## src/rtl/gic_slave_if.sv

```systemverilog
// GIC link lanes and Wishbone classic master bus of gic_slave, named from the slave's point of view.
interface gic_slave_if;
    logic        gic_cs_i;
    logic [3:0]  gic_dat_i;
    logic [3:0]  gic_dat_o;
    logic [31:0] wb_adr_o;
    logic [31:0] wb_dat_o;
    logic [3:0]  wb_sel_o;
    logic        wb_we_o;
    logic        wb_cyc_o;
    logic        wb_stb_o;
    logic [2:0]  wb_cti_o;
    logic [1:0]  wb_bte_o;
    logic [31:0] wb_dat_i;
    logic        wb_ack_i;
    logic        wb_err_i;

    modport slave (
        input  gic_cs_i, gic_dat_i, wb_dat_i, wb_ack_i, wb_err_i,
        output gic_dat_o, wb_adr_o, wb_dat_o, wb_sel_o, wb_we_o,
               wb_cyc_o, wb_stb_o, wb_cti_o, wb_bte_o
    );

    modport master (
        output gic_cs_i, gic_dat_i, wb_dat_i, wb_ack_i, wb_err_i,
        input  gic_dat_o, wb_adr_o, wb_dat_o, wb_sel_o, wb_we_o,
               wb_cyc_o, wb_stb_o, wb_cti_o, wb_bte_o
    );
endinterface

```

## src/rtl/gic_slave.sv

```systemverilog
// GIC link slave: turns one nibble-serial request frame into a single Wishbone classic cycle and returns status/read data.
// Optional bus timeout is enabled by defining GIC_SLAVE_TIMEOUT_EN.
module gic_slave #(
    parameter int unsigned TIMEOUT_CYCLES = 255
) (
    input logic        wb_clk_i,
    input logic        wb_rstn_i,
    gic_slave_if.slave bus
);
    localparam int unsigned DataW = 32;
    localparam int unsigned NibW  = 4;
    localparam int unsigned SelW  = 4;
    localparam int unsigned CntW  = 3;
    localparam int unsigned TmoW  = 16;
    localparam logic [NibW-1:0] StatOk  = 4'hA;
    localparam logic [NibW-1:0] StatErr = 4'hE;

    if (TIMEOUT_CYCLES < 1 || TIMEOUT_CYCLES > 65535) begin : g_bad_timeout
        $error("gic_slave: TIMEOUT_CYCLES must be in 1..65535");
    end

    typedef enum logic [2:0] {
        S_IDLE, S_ADR, S_SEL, S_WDAT, S_BUS, S_STAT, S_RDAT, S_DONE
    } state_e;

    state_e            state_q, state_d;
    logic [CntW-1:0]   cnt_q, cnt_d;
    logic              we_q, we_d;
    logic              bad_q, bad_d;
    logic              abort_q, abort_d;
    logic [DataW-1:0]  adr_q, adr_d;
    logic [SelW-1:0]   sel_q, sel_d;
    logic [DataW-1:0]  wdat_q, wdat_d;
    logic [DataW-1:0]  rdat_q, rdat_d;
    logic              cyc_q, cyc_d;
    logic [NibW-1:0]   gdat_q, gdat_d;
    logic              tmo_hit_c;
    logic              bus_done_c;

    assign bus_done_c = bus.wb_ack_i | bus.wb_err_i | tmo_hit_c;

`ifdef GIC_SLAVE_TIMEOUT_EN
    logic [TmoW-1:0] tmo_q, tmo_d;

    // Counter sits at zero outside BUS, so it is clear on every BUS entry.
    always_comb begin
        tmo_d = '0;
        if (state_q == S_BUS) tmo_d = tmo_q + TmoW'(1);
    end

    always_ff @(posedge wb_clk_i or negedge wb_rstn_i) begin
        if (!wb_rstn_i) tmo_q <= '0;
        else            tmo_q <= tmo_d;
    end

    assign tmo_hit_c = (state_q == S_BUS) && !(bus.wb_ack_i || bus.wb_err_i) &&
                       (tmo_q + TmoW'(1) == TmoW'(TIMEOUT_CYCLES));
`else
    assign tmo_hit_c = 1'b0;
`endif

    // Next-state and output decode; the return lane idles at the 0 "wait" code.
    always_comb begin
        state_d = state_q;
        cnt_d   = cnt_q;
        we_d    = we_q;
        bad_d   = bad_q;
        abort_d = abort_q;
        adr_d   = adr_q;
        sel_d   = sel_q;
        wdat_d  = wdat_q;
        rdat_d  = rdat_q;
        cyc_d   = cyc_q;
        gdat_d  = '0;

        case (state_q)
            S_IDLE: begin
                if (bus.gic_cs_i) begin
                    we_d    = bus.gic_dat_i[0];
                    bad_d   = |bus.gic_dat_i[3:1];
                    abort_d = 1'b0;
                    cnt_d   = '0;
                    state_d = S_ADR;
                end
            end
            S_ADR: begin
                if (!bus.gic_cs_i) begin
                    state_d = S_IDLE;
                end else begin
                    adr_d = {adr_q[DataW-NibW-1:0], bus.gic_dat_i};
                    cnt_d = cnt_q + CntW'(1);
                    if (cnt_q == CntW'(7)) state_d = S_SEL;
                end
            end
            S_SEL: begin
                if (!bus.gic_cs_i) begin
                    state_d = S_IDLE;
                end else begin
                    sel_d = bus.gic_dat_i;
                    cnt_d = '0;
                    // A bad header is treated as a read-length frame and answered without a bus cycle.
                    if (bad_q) begin
                        state_d = S_STAT;
                        gdat_d  = StatErr;
                    end else if (we_q) begin
                        state_d = S_WDAT;
                    end else begin
                        state_d = S_BUS;
                        cyc_d   = 1'b1;
                    end
                end
            end
            S_WDAT: begin
                if (!bus.gic_cs_i) begin
                    state_d = S_IDLE;
                end else begin
                    wdat_d = {wdat_q[DataW-NibW-1:0], bus.gic_dat_i};
                    cnt_d  = cnt_q + CntW'(1);
                    if (cnt_q == CntW'(7)) begin
                        state_d = S_BUS;
                        cyc_d   = 1'b1;
                    end
                end
            end
            S_BUS: begin
                abort_d = abort_q | ~bus.gic_cs_i;
                if (bus_done_c) begin
                    cyc_d  = 1'b0;
                    rdat_d = (bus.wb_ack_i | bus.wb_err_i) ? bus.wb_dat_i : '0;
                    // A frame abandoned mid-cycle still finishes the cycle, then drops the response.
                    if (abort_q || !bus.gic_cs_i) begin
                        state_d = S_IDLE;
                    end else begin
                        state_d = S_STAT;
                        gdat_d  = (bus.wb_err_i || tmo_hit_c) ? StatErr : StatOk;
                    end
                end
            end
            S_STAT: begin
                if (!bus.gic_cs_i) begin
                    state_d = S_IDLE;
                end else if (!we_q && !bad_q) begin
                    gdat_d  = rdat_q[DataW-1 -: NibW];
                    rdat_d  = {rdat_q[DataW-NibW-1:0], NibW'(0)};
                    cnt_d   = '0;
                    state_d = S_RDAT;
                end else begin
                    state_d = S_DONE;
                end
            end
            S_RDAT: begin
                if (!bus.gic_cs_i) begin
                    state_d = S_IDLE;
                end else if (cnt_q == CntW'(7)) begin
                    state_d = S_DONE;
                end else begin
                    gdat_d = rdat_q[DataW-1 -: NibW];
                    rdat_d = {rdat_q[DataW-NibW-1:0], NibW'(0)};
                    cnt_d  = cnt_q + CntW'(1);
                end
            end
            S_DONE: begin
                if (!bus.gic_cs_i) state_d = S_IDLE;
            end
            default: state_d = S_IDLE;
        endcase
    end

    always_ff @(posedge wb_clk_i or negedge wb_rstn_i) begin
        if (!wb_rstn_i) begin
            state_q <= S_IDLE;
            cnt_q   <= '0;
            we_q    <= 1'b0;
            bad_q   <= 1'b0;
            abort_q <= 1'b0;
            adr_q   <= '0;
            sel_q   <= '0;
            wdat_q  <= '0;
            rdat_q  <= '0;
            cyc_q   <= 1'b0;
            gdat_q  <= '0;
        end else begin
            state_q <= state_d;
            cnt_q   <= cnt_d;
            we_q    <= we_d;
            bad_q   <= bad_d;
            abort_q <= abort_d;
            adr_q   <= adr_d;
            sel_q   <= sel_d;
            wdat_q  <= wdat_d;
            rdat_q  <= rdat_d;
            cyc_q   <= cyc_d;
            gdat_q  <= gdat_d;
        end
    end

    assign bus.gic_dat_o = gdat_q;
    assign bus.wb_adr_o  = adr_q;
    assign bus.wb_dat_o  = wdat_q;
    assign bus.wb_sel_o  = sel_q;
    assign bus.wb_we_o   = we_q;
    assign bus.wb_cyc_o  = cyc_q;
    assign bus.wb_stb_o  = cyc_q;
    assign bus.wb_cti_o  = 3'b000;
    assign bus.wb_bte_o  = 2'b00;
endmodule

```

## src/flat_wrapper.sv

```systemverilog
// flat-port wrapper written by rule: the top's interface ports become plain ports
module gic_slave_flat 
#(
    parameter int unsigned TIMEOUT_CYCLES = 255
)
  (wb_clk_i, wb_rstn_i, bus_gic_cs_i, bus_gic_dat_i, bus_wb_dat_i, bus_wb_ack_i, bus_wb_err_i, bus_gic_dat_o, bus_wb_adr_o, bus_wb_dat_o, bus_wb_sel_o, bus_wb_we_o, bus_wb_cyc_o, bus_wb_stb_o, bus_wb_cti_o, bus_wb_bte_o);
  gic_slave_if bus_i ();
  input logic wb_clk_i;
  input logic wb_rstn_i;
  input wire logic [$bits(bus_i.gic_cs_i)-1:0] bus_gic_cs_i;
  input wire logic [$bits(bus_i.gic_dat_i)-1:0] bus_gic_dat_i;
  input wire logic [$bits(bus_i.wb_dat_i)-1:0] bus_wb_dat_i;
  input wire logic [$bits(bus_i.wb_ack_i)-1:0] bus_wb_ack_i;
  input wire logic [$bits(bus_i.wb_err_i)-1:0] bus_wb_err_i;
  output wire logic [$bits(bus_i.gic_dat_o)-1:0] bus_gic_dat_o;
  output wire logic [$bits(bus_i.wb_adr_o)-1:0] bus_wb_adr_o;
  output wire logic [$bits(bus_i.wb_dat_o)-1:0] bus_wb_dat_o;
  output wire logic [$bits(bus_i.wb_sel_o)-1:0] bus_wb_sel_o;
  output wire logic [$bits(bus_i.wb_we_o)-1:0] bus_wb_we_o;
  output wire logic [$bits(bus_i.wb_cyc_o)-1:0] bus_wb_cyc_o;
  output wire logic [$bits(bus_i.wb_stb_o)-1:0] bus_wb_stb_o;
  output wire logic [$bits(bus_i.wb_cti_o)-1:0] bus_wb_cti_o;
  output wire logic [$bits(bus_i.wb_bte_o)-1:0] bus_wb_bte_o;
  assign bus_i.gic_cs_i = bus_gic_cs_i;
  assign bus_i.gic_dat_i = bus_gic_dat_i;
  assign bus_i.wb_dat_i = bus_wb_dat_i;
  assign bus_i.wb_ack_i = bus_wb_ack_i;
  assign bus_i.wb_err_i = bus_wb_err_i;
  assign bus_gic_dat_o = bus_i.gic_dat_o;
  assign bus_wb_adr_o = bus_i.wb_adr_o;
  assign bus_wb_dat_o = bus_i.wb_dat_o;
  assign bus_wb_sel_o = bus_i.wb_sel_o;
  assign bus_wb_we_o = bus_i.wb_we_o;
  assign bus_wb_cyc_o = bus_i.wb_cyc_o;
  assign bus_wb_stb_o = bus_i.wb_stb_o;
  assign bus_wb_cti_o = bus_i.wb_cti_o;
  assign bus_wb_bte_o = bus_i.wb_bte_o;
  gic_slave #(.TIMEOUT_CYCLES(TIMEOUT_CYCLES)) u_core (.wb_clk_i(wb_clk_i), .wb_rstn_i(wb_rstn_i), .bus(bus_i));
endmodule
```

## config.mk

```make
export PLATFORM = sky130hd
export DESIGN_NAME = gic_slave_flat
export DESIGN_NICKNAME = d
export VERILOG_FILES = /design/src/rtl/gic_slave_if.sv /design/src/rtl/gic_slave.sv /design/src/flat_wrapper.sv
export SDC_FILE = /design/constraint.sdc
export NUM_CORES = 1
export LEC_CHECK = 0
export BUFFER_PORTS_ARGS = -buffer_cell sky130_fd_sc_hd__buf_4
export CORE_UTILIZATION = 54
export DETAILED_ROUTE_END_ITERATION = 8
export HOLD_SLACK_MARGIN = 0.15
export PLACE_DENSITY = 0.8
export SLEW_MARGIN = 20
export SYNTH_ARGS = -nofsm -noshare
export SYNTH_HDL_FRONTEND = slang
export SYNTH_SLANG_ARGS = --single-unit
```

## constraint.sdc

```tcl
create_clock -name wb_clk_i -period 2.37 [get_ports wb_clk_i]
set_input_delay 0.237 -clock wb_clk_i [delete_from_list [all_inputs] [get_ports wb_clk_i]]
set_output_delay 0.237 -clock wb_clk_i [all_outputs]
set_load 0.03 [all_outputs]
```

==> results of run 1 <==
==> power groups by stage <==
stage	Sequential, mW	Clock [mW]	Combinational [mW]
after global routing	2.67	2.60	2.17
after floorplan	3.15	0	0.724
after detailed placement	2.63	0	1.98
after global placement	2.61	0	1.94
final	2.61	2.48	2.04
after CTS	2.61	2.52	2.06
==> final cells by class <==
cell class                      instances  area (µm²)  area share [%]
Multi-Input combinational cell        215        2060            29.4
Tap cell                              111         139            1.98
Sequential cell                       114        2850            40.7
Clock buffer                           17         414            5.91
Timing Repair Buffer                  163        1360            19.4
Clock inverter                         15         170            2.43
Inverter                                4        15.0           0.214
==> cells by family (layout without fill, tap and decap cells) <==
family	Yosys count	count (layout)
adders and majority gates	2	2
muxes	129	129
AOI/OAI and AO/OA	38	38
other	1	5
buffers and inverters	32	199
and+or+nand+nor	41	41
DFF	114	114
==> stage by stage <==
stage	total power, mW	cell area (µm²)	std cells	setup slack (ns)	utilization, %
2_1_floorplan	3.87	5120	361	0.337	-
3_3_place_gp	4.55	6040	568	0.277	65.6
3_5_place_dp	4.62	6040	568	0.228	65.6
4_1_cts	7.19	7010	639	0.213	76.2
5_1_grt	7.45	7010	639	0.115	76.2
6_report	7.13	7010	639	0.211	76.2
==> final timing paths <==
path / from / end / slack, ns / depth (start not counted)
max: u_core.cnt_q[0] / u_core.rdat_q[6] / 0.21 / 7
min reg2reg: u_core.rdat_q[31] / u_core.bus.gic_dat_o[3] / 0.50 / 1
max reg2reg: u_core.cnt_q[0] / u_core.rdat_q[6] / 0.21 / 7
min in group asynchronous: wb_rstn_i / u_core.bus.wb_dat_o[11] / 0.31 / 3
max in group asynchronous: wb_rstn_i / u_core.bus.wb_dat_o[10] / 1.13 / 3
min: bus_wb_ack_i / u_core.state_q[0] / 0.22 / 5
==> sequential cells by signal, summed over array words and instances (netlist names) <==
signal                flops
u_core.abort_q            1
u_core.bad_q              1
u_core.bus.gic_dat_o      4
u_core.bus.wb_adr_o      32
u_core.bus.wb_cyc_o       1
u_core.bus.wb_dat_o      32
u_core.bus.wb_sel_o       4
u_core.bus.wb_we_o        1
u_core.cnt_q              3
u_core.rdat_q            32
u_core.state_q            3
==> worst reg2reg max path, stage by stage (launching register included) <==
cell	delay, ns
dfrtp_1	0.39
ha_1	0.21
ha_1	0.26
nand2b_1	0.16
a21oi_1	0.18
o221a_2	0.24
buf_12	0.22
mux2_2	0.38
==> layer usage <==
layer	vias up	wire (µm)
met5	-	0
met4	0	172
met3	21	406
met2	92	5640
met1	1688	4480
li1	1592	-
==> placed cells by master (no fill, tap or decap), types with 5 or more instances in the layout <==
cell | netlist | final
inv_6 | 0 | 7
clkbuf_16 | 0 | 16
mux2_4 | 20 | 20
buf_4 | 7 | 121
dfrtp_1 | 114 | 114
nor2_1 | 8 | 8
mux2_1 | 8 | 8
mux2_2 | 101 | 101
nand2_1 | 7 | 7
a21oi_1 | 10 | 10
conb_1 | 1 | 5
dlygate4sd3_1 | 0 | 39
o21ai_0 | 6 | 6
==> repair_timing <==
item	in CTS	in global routing
endpoints found under the hold margin	163	0
buffers inserted	0	0
hold buffers	39	0
==> metrics.cfg, run 1 <==
[status]
status=complete, no violations

[synth]
synth_flop_cell=dfrtp_1
synth.distinct_cells=44
async_reset_ff_share_pct=100
synth-simple-area-share_pct=4.34
synthXorXnorAreaFrac_pct=0
ys_top_cells_by_count=dfrtp_1 (114), mux2_2 (101), mux2_4 (20), buf_2 (11), a21oi_1 (10)
postSynthAreaPerCell_um2=14.3
synthMuxAreaShare_pct=29.9
synth_top_family_by_area=multiplexers
synth-adder-area-share_pct=0.490
synth_edf_count=0
syn-cell-area_mm2=0.00511
synth_area_leaders=dfrtp_1 (56%), mux2_2 (22%), mux2_4 (5.9%), mux2_1 (1.8%), buf_2 (1.1%)
synth_top_area_share_pct=55.9
ys_ff_latch=114
syn_inst=357
synth_compound_area_share_pct=5.27
synth_area_leader_cell=dfrtp_1
synth_most_common_cell=dfrtp_1
ys.warnings.count=0
ys_seq_area_share_pct=55.9

[final_layout]
syn2layout_area_growth_pct=37.3
drive_gt1_share_pct=53.2
nets=558
n_antenna_cell=0
nFillCells=548

[global_routing]
grt_pass1_vias=3508
grt_usage_pct=22.8
met3_usage_pct=5.55
overflow=0
grt_pass1_wl_um=17400
grt_max_degree=68
antenna_found_initial=0
top_usage_layer=met2
use_met2_pct=40.0
grt_use_met1_pct=27.5

[route]
detail_route.wl_per_cell_um=16.7
drt_iter0_drc=115
vias=3393
first_pass_iters=6
final_antenna_net_count=0
via_per_inst=5.31
drc=0
wl_um=10700

[pwr]
peakVddDrop_v=0.00107
power_switching_mw=2.38
power_frac_seq_pct=36.6
powerDensity_mw_per_mm2=1020
switching_share_pct=33.4
combPwrFrac_pct=28.6
clkPwrFrac_pct=34.7
p_leak_nw=3.50
p_int_mw=4.75

[sta]
fmax_mhz=463
layout_min_cycle_time_ns=2.16
finalSetupViolCount=0
fin_worst_skew_ns=0.00767
maxSlewViolCount=0
holdWs_ns=0.221
hold_viol=0
rsz0062_at_grt=false
relSlewSlack_pct=61.0
tightest_slew_ns=0.583
period_share_pct=91.1
fin_setup_tns_ns=0

[worst_setup_path]
crit_fanout=28
crit_chain=ha_1 -> ha_1 -> nand2b_1 -> a21oi_1 -> o221a_2 -> buf_12 -> mux2_2
slowest_stage=dfrtp_1
cp.required_ns=2.75
critPathMostFrequentCell=ha_1
end_kind=flop
startpoint_type=flop
max_stage_delay_ns=0.39
worst-path-buf-inv=1
worstSetupPathType=reg2reg
critPathArrivalTime_ns=2.54
path_delay_family=adder cells

[clocking]
clk_path_buf_depth=2
path_clk_slew_ns=0.06
clock_sink_count=114
htreeDepth=4
root_buffer=clkbuf_8
clk_latency_ns=0.50
post_cts_resized=0
numCtsBuffers=17
cts_tree=built

[worst_hold_path]
hold_path.class=in2reg

[floorplanning]
num_io_pins=121
dieArea_mm2=0.00985
die_h_um=99.3
start_util_pct=55.5
core_mm2=0.00920
num_rows=35
die-width_um=99.3

[placed_design]
gp_congestion=0.829
dp_hpwl_um=6580
io_buffers=115

[flow_run]
max_cap_violations=0

No activity file was read; power rests on OpenSTA's default activity.
==> run 2, diff against run 1 <==
Settings changed: CORE_ASPECT_RATIO set to 1.75.
==> metrics.cfg, run 2 (synthesis gave the netlist of run 1 again) <==
[route]
drc=0
wl_um=10400
detail_route.wl_per_cell_um=16.8
drt_iter0_drc=113
final_antenna_net_count=0
via_per_inst=5.34
vias=3309
first_pass_iters=4

[pwr]
power_frac_seq_pct=36.2
p_int_mw=4.90
combPwrFrac_pct=27.6
switching_share_pct=32.6
clkPwrFrac_pct=36.3
total_power_mw=7.26
p_leak_nw=3.39
peakVddDrop_v=0.000999
power_switching_mw=2.37
powerDensity_mw_per_mm2=1070

[placed_design]
io_buffers=115
place_inst=577
gp_congestion=0.826
dp_slack_ns=0.190
dp_hpwl_um=7000

[status]
status=complete, no violations

[final_layout]
n_antenna_cell=0
layout_commonest_cell=buf_4
syn2layout_area_growth_pct=32.7
final_cells=620
drive_gt1_share_pct=56.0
nets=530
final_cell_mix=buf_4 (121), dfrtp_1 (114), mux2_2 (101), mux2_4 (20), clkbuf_16 (17)
nFillCells=608

[worst_setup_path]
critPathArrivalTime_ns=2.49
rr_worst_depth=7
critPathMostFrequentCell=ha_1
end_kind=flop
worstSetupPathType=reg2reg
startpoint_type=flop
ff2ff_setup_slack_ns=0.18
slowest_stage=dfrtp_1
max_stage_delay_ns=0.39
rr_endpoint=u_core.rdat_q[4]
rr_startpoint=u_core.cnt_q[0]
crit_fanout=28
crit_chain=ha_1 -> ha_1 -> nand2b_1 -> a21oi_1 -> o221a_1 -> buf_12 -> mux2_2
cp.required_ns=2.66

[clocking]
root_buffer=clkbuf_16
ctsHoldBuffers=11
cts_tree=built
cts_setup_buffers=0
clock_sink_count=114
path_clk_slew_ns=0.05
post_cts_resized=0
clk_latency_ns=0.41
htreeDepth=4
numCtsBuffers=17
clk_path_buf_depth=2

[sta]
relSlewSlack_pct=66.1
maxSlewViolCount=0
layout_min_cycle_time_ns=2.19
rsz0062_at_grt=false
fin_setup_tns_ns=0
fmax_mhz=456
period_share_pct=92.6
finalSetupViolCount=0
holdWs_ns=0.184
hold_viol=0
tightest_slew_ns=0.508
fin_worst_skew_ns=0.00563
timing.final.ws_setup_ns=0.175

[worst_hold_path]
hold_path.class=in2reg
hold_depth=3
min_to=u_core.rdat_q[18]
worstHoldStart=bus_wb_dat_i[18]

[global_routing]
grt_max_degree=59
grt_pass1_vias=3436
antenna_found_initial=0
grt_pass1_wl_um=16600
grt_usage_pct=23.0
overflow=0

[floorplanning]
die-width_um=75.5
dieArea_mm2=0.00987
die_h_um=131
num_rows=46
start_util_pct=56.2
core_mm2=0.00909
num_io_pins=121

[flow_run]
max_cap_violations=0

==> run 2: changes by cell type in the layout (fill, tap and decap cells not counted), sizes merged <==
cell and change:
clkinvlp +1, bufinv +1, inv -3, dlygate4sd3 -28, clkbuf +1
==> run 2: worst max-delay path by stage <==
stage,from,to,slack (ns)
final,u_core.cnt_q[0],u_core.rdat_q[4],0.18
after global routing,u_core.cnt_q[0],u_core.rdat_q[4],0.05
after CTS,u_core.cnt_q[0],u_core.rdat_q[4],0.18
after detailed placement,u_core.cnt_q[0],u_core.rdat_q[8],0.19
after global placement,u_core.cnt_q[0],u_core.rdat_q[8],0.27
after floorplan,u_core.cnt_q[0],u_core.rdat_q[11],0.34
==> run 2: per-layer routing <==
layer / part of all wire [%] / vias to the layer above / GRT usage, %
met5: 0 / - / 0
met4: 1.5 / 0 / 9.37
met3: 5.7 / 15 / 8.05
met2: 55 / 110 / 39.4
met1: 38 / 1652 / 25.5
li1: - / 1532 / -
==> run 2: area by class of cell <==
class	instances	area [µm²]	share of cell area [%]
Sequential cell	114	2850	42.1
Clock inverter	14	178	2.62
Clock buffer	18	439	6.48
Timing Repair Buffer	135	1080	15.9
Inverter	4	15.0	0.222
Multi-Input combinational cell	215	2060	30.4
Tap cell	120	150	2.22
==> run 2: power groups by stage <==
| stage | Sequential, mW | Combinational (mW) | Clock [mW] |
|---|---|---|---|
| finish | 2.63 | 2.00 | 2.63 |
| global route | 2.68 | 2.12 | 2.78 |
| CTS | 2.63 | 2.02 | 2.68 |
| detailed placement | 2.64 | 1.98 | 0 |
| global placement | 2.63 | 1.93 | 0 |
| floorplan | 3.15 | 0.724 | 0 |
==> run 2: critical path: cells and delay by family (launching register included) <==
family	cells	cell delay, ns
fa+ha+maj	2	0.46
compound gates	2	0.45
flops	1	0.39
mux	1	0.37
buf+inv	1	0.23
simple gates	1	0.17
==> run 2: per-stage QoR <==
step	utilization, %	instance area [µm²]
2_1_floorplan	-	5120
3_3_place_gp	66.5	6050
3_5_place_dp	66.5	6050
4_1_cts	74.5	6780
5_1_grt	74.5	6780
6_report	74.5	6780
==> run 3, diff against run 2 <==
Settings changed: ABC_AREA set to 1, MAX_ROUTING_LAYER set to met4.
==> metrics.cfg, run 3 <==
[status]
status=complete, no violations

[clocking]
numCtsBuffers=17
htreeDepth=4
root_buffer=clkbuf_16
path_clk_slew_ns=0.05
cts_tree=built
clk_latency_ns=0.41
clk_path_buf_depth=2
cts_setup_buffers=0
clock_sink_count=114
post_cts_resized=0

[sta]
fmax_mhz=560
fin_setup_tns_ns=0
hold_viol=0
period_share_pct=75.4
timing.final.ws_setup_ns=0.583
tightest_slew_ns=0.566
relSlewSlack_pct=62.2
rsz0062_at_grt=false
layout_min_cycle_time_ns=1.79
maxSlewViolCount=0
finalSetupViolCount=0
fin_worst_skew_ns=0.00717
holdWs_ns=0.159

[global_routing]
antenna_found_initial=0
grt_usage_pct=27.4
grt_pass1_vias=4524
grt_max_degree=66
overflow=0
grt_pass1_wl_um=21000

[final_layout]
drive_gt1_share_pct=21.4
syn2layout_area_growth_pct=31.0
nets=807
final_cell_mix=nand2_1 (295), buf_4 (121), dfrtp_1 (114), nand3_1 (44), inv_1 (37)
layout_commonest_cell=nand2_1
n_antenna_cell=0
final_cells=898

[worst_setup_path]
worstSetupPathType=reg2reg
cp.required_ns=2.71
crit_chain=inv_2 -> nor2_1 -> nand3_1 -> nand2_1 -> nor2_4 -> buf_4 -> nand3_1 -> nand2_1
end_kind=flop
critPathArrivalTime_ns=2.13
slowest_stage=dfrtp_1
max_stage_delay_ns=0.51
crit_fanout=32
startpoint_type=flop

[route]
via_per_inst=5.11
first_pass_iters=4
wl_um=12400
drc=0
detail_route.wl_per_cell_um=13.8
final_antenna_net_count=0
vias=4593
drt_iter0_drc=318

[floorplanning]
num_io_pins=121
start_util_pct=55.2
die_h_um=132
num_rows=47
dieArea_mm2=0.0100
core_mm2=0.00941
die-width_um=76.2

[synth]
syn_inst=637
synth_most_common_cell=nand2_1
async_reset_ff_share_pct=100
postSynthAreaPerCell_um2=8.16
ys_ff_latch=114
synth_area_leaders=dfrtp_1 (55%), nand2_1 (21%), nand3_1 (4.2%), inv_1 (2.7%), o21ai_0 (2.5%)
ys_top_cells_by_count=nand2_1 (295), dfrtp_1 (114), nand3_1 (44), inv_1 (37), o21ai_0 (26)
ys_seq_area_share_pct=54.9
syn-cell-area_mm2=0.00520
synth_flop_cell=dfrtp_1
synth.distinct_cells=26
synth_top_area_share_pct=54.9
synth_area_leader_cell=dfrtp_1
synth_edf_count=0
ys.warnings.count=0

[placed_design]
place_inst=847
dp_hpwl_um=8020
io_buffers=115
dp_slack_ns=0.613
gp_congestion=0.996

[pwr]
peakVddDrop_v=0.000720
powerDensity_mw_per_mm2=1420
p_leak_nw=3.78
total_power_mw=9.66

[flow_run]
max_cap_violations=0

[worst_hold_path]
hold_path.class=in2reg

==> run 3: changes by cell type in the layout (fill, tap and decap cells not counted), sizes merged, moves of 4 or more <==
cell,delta
a21o,-4
a21oi,+6
a22o,-4
dlygate4sd3,+9
inv,+33
mux2,-129
nand2,+293
nand3,+44
nor2,+19
nor2b,-4
o21ai,+37
==> run 3: kinds of logic (layout without fill, tap and decap cells) <==
group	Yosys count	in the layout	synth area share [%]
fa+ha+maj	2	2	0.482
other cells	1	5	0.0722
simple gates	380	380	30.2
flops	114	114	54.9
compound gates	61	61	5.92
buf+inv	79	214	8.40
==> run 3: worst paths after layout <==
kind                            cells past startpoint               from  slack (ns)                 endpoint
worst max-delay path                                8  u_core.state_q[2]        0.58        u_core.rdat_q[10]
worst min-delay path                                5   bus_wb_dat_i[26]        0.16        u_core.rdat_q[26]
worst max register to register                      8  u_core.state_q[2]        0.58        u_core.rdat_q[10]
worst min register to register                      2  u_core.rdat_q[31]        0.47        u_core.rdat_q[31]
max in group asynchronous                           3          wb_rstn_i        1.29         u_core.rdat_q[1]
min in group asynchronous                           2          wb_rstn_i        0.34  u_core.bus.wb_dat_o[28]
==> run 3: critical path, delay by kind of cell, from the launching register on <==
kind / cells / cell delay, ns
flip-flops: 1 / 0.51
buffers and inverters: 2 / 0.54
AND/OR/NAND/NOR: 6 / 0.66
==> run 3: what timing repair did <==
action | CTS | global route
endpoints found under the setup margin | 0 | 0
hold buffers | 20 | 0
hold endpoints to repair | 56 | 0
==> run 3: layout make-up <==
type                    count  area [µm²]
repair buffers            143        1150
well taps                 122         153
multi-input cells         448        1920
clock inverters            11         136
inverters                  40         150
fillers                   711        2600
clock buffers              20         447
flip-flops and latches    114        2850
==> run 3: layer usage <==
layer	share of wire [%]	vias up	wire length [µm]	GRT usage [%]
met1	39	2179	4780	30.8
met3	4.7	26	589	4.98
met2	54	161	6750	47.5
met4	2.3	0	284	11.8
li1	-	2227	-	-
met5	0	-	0	-
==> run 3: report_power, final <==
group	total [mW]	switching (mW)	internal, mW
Clock	2.51	0.851	1.66
Sequential	3.39	0.613	2.78
Combinational	3.75	2.44	1.31
Total	9.66	3.90	5.75
==> run 3: through the flow <==
stage               utilization, %  instance area [µm²]
finish                        72.4                 6810
global route                  72.4                 6810
CTS                           72.4                 6810
detailed placement            64.0                 6030
global placement              64.0                 6030
floorplan                        -                 5210
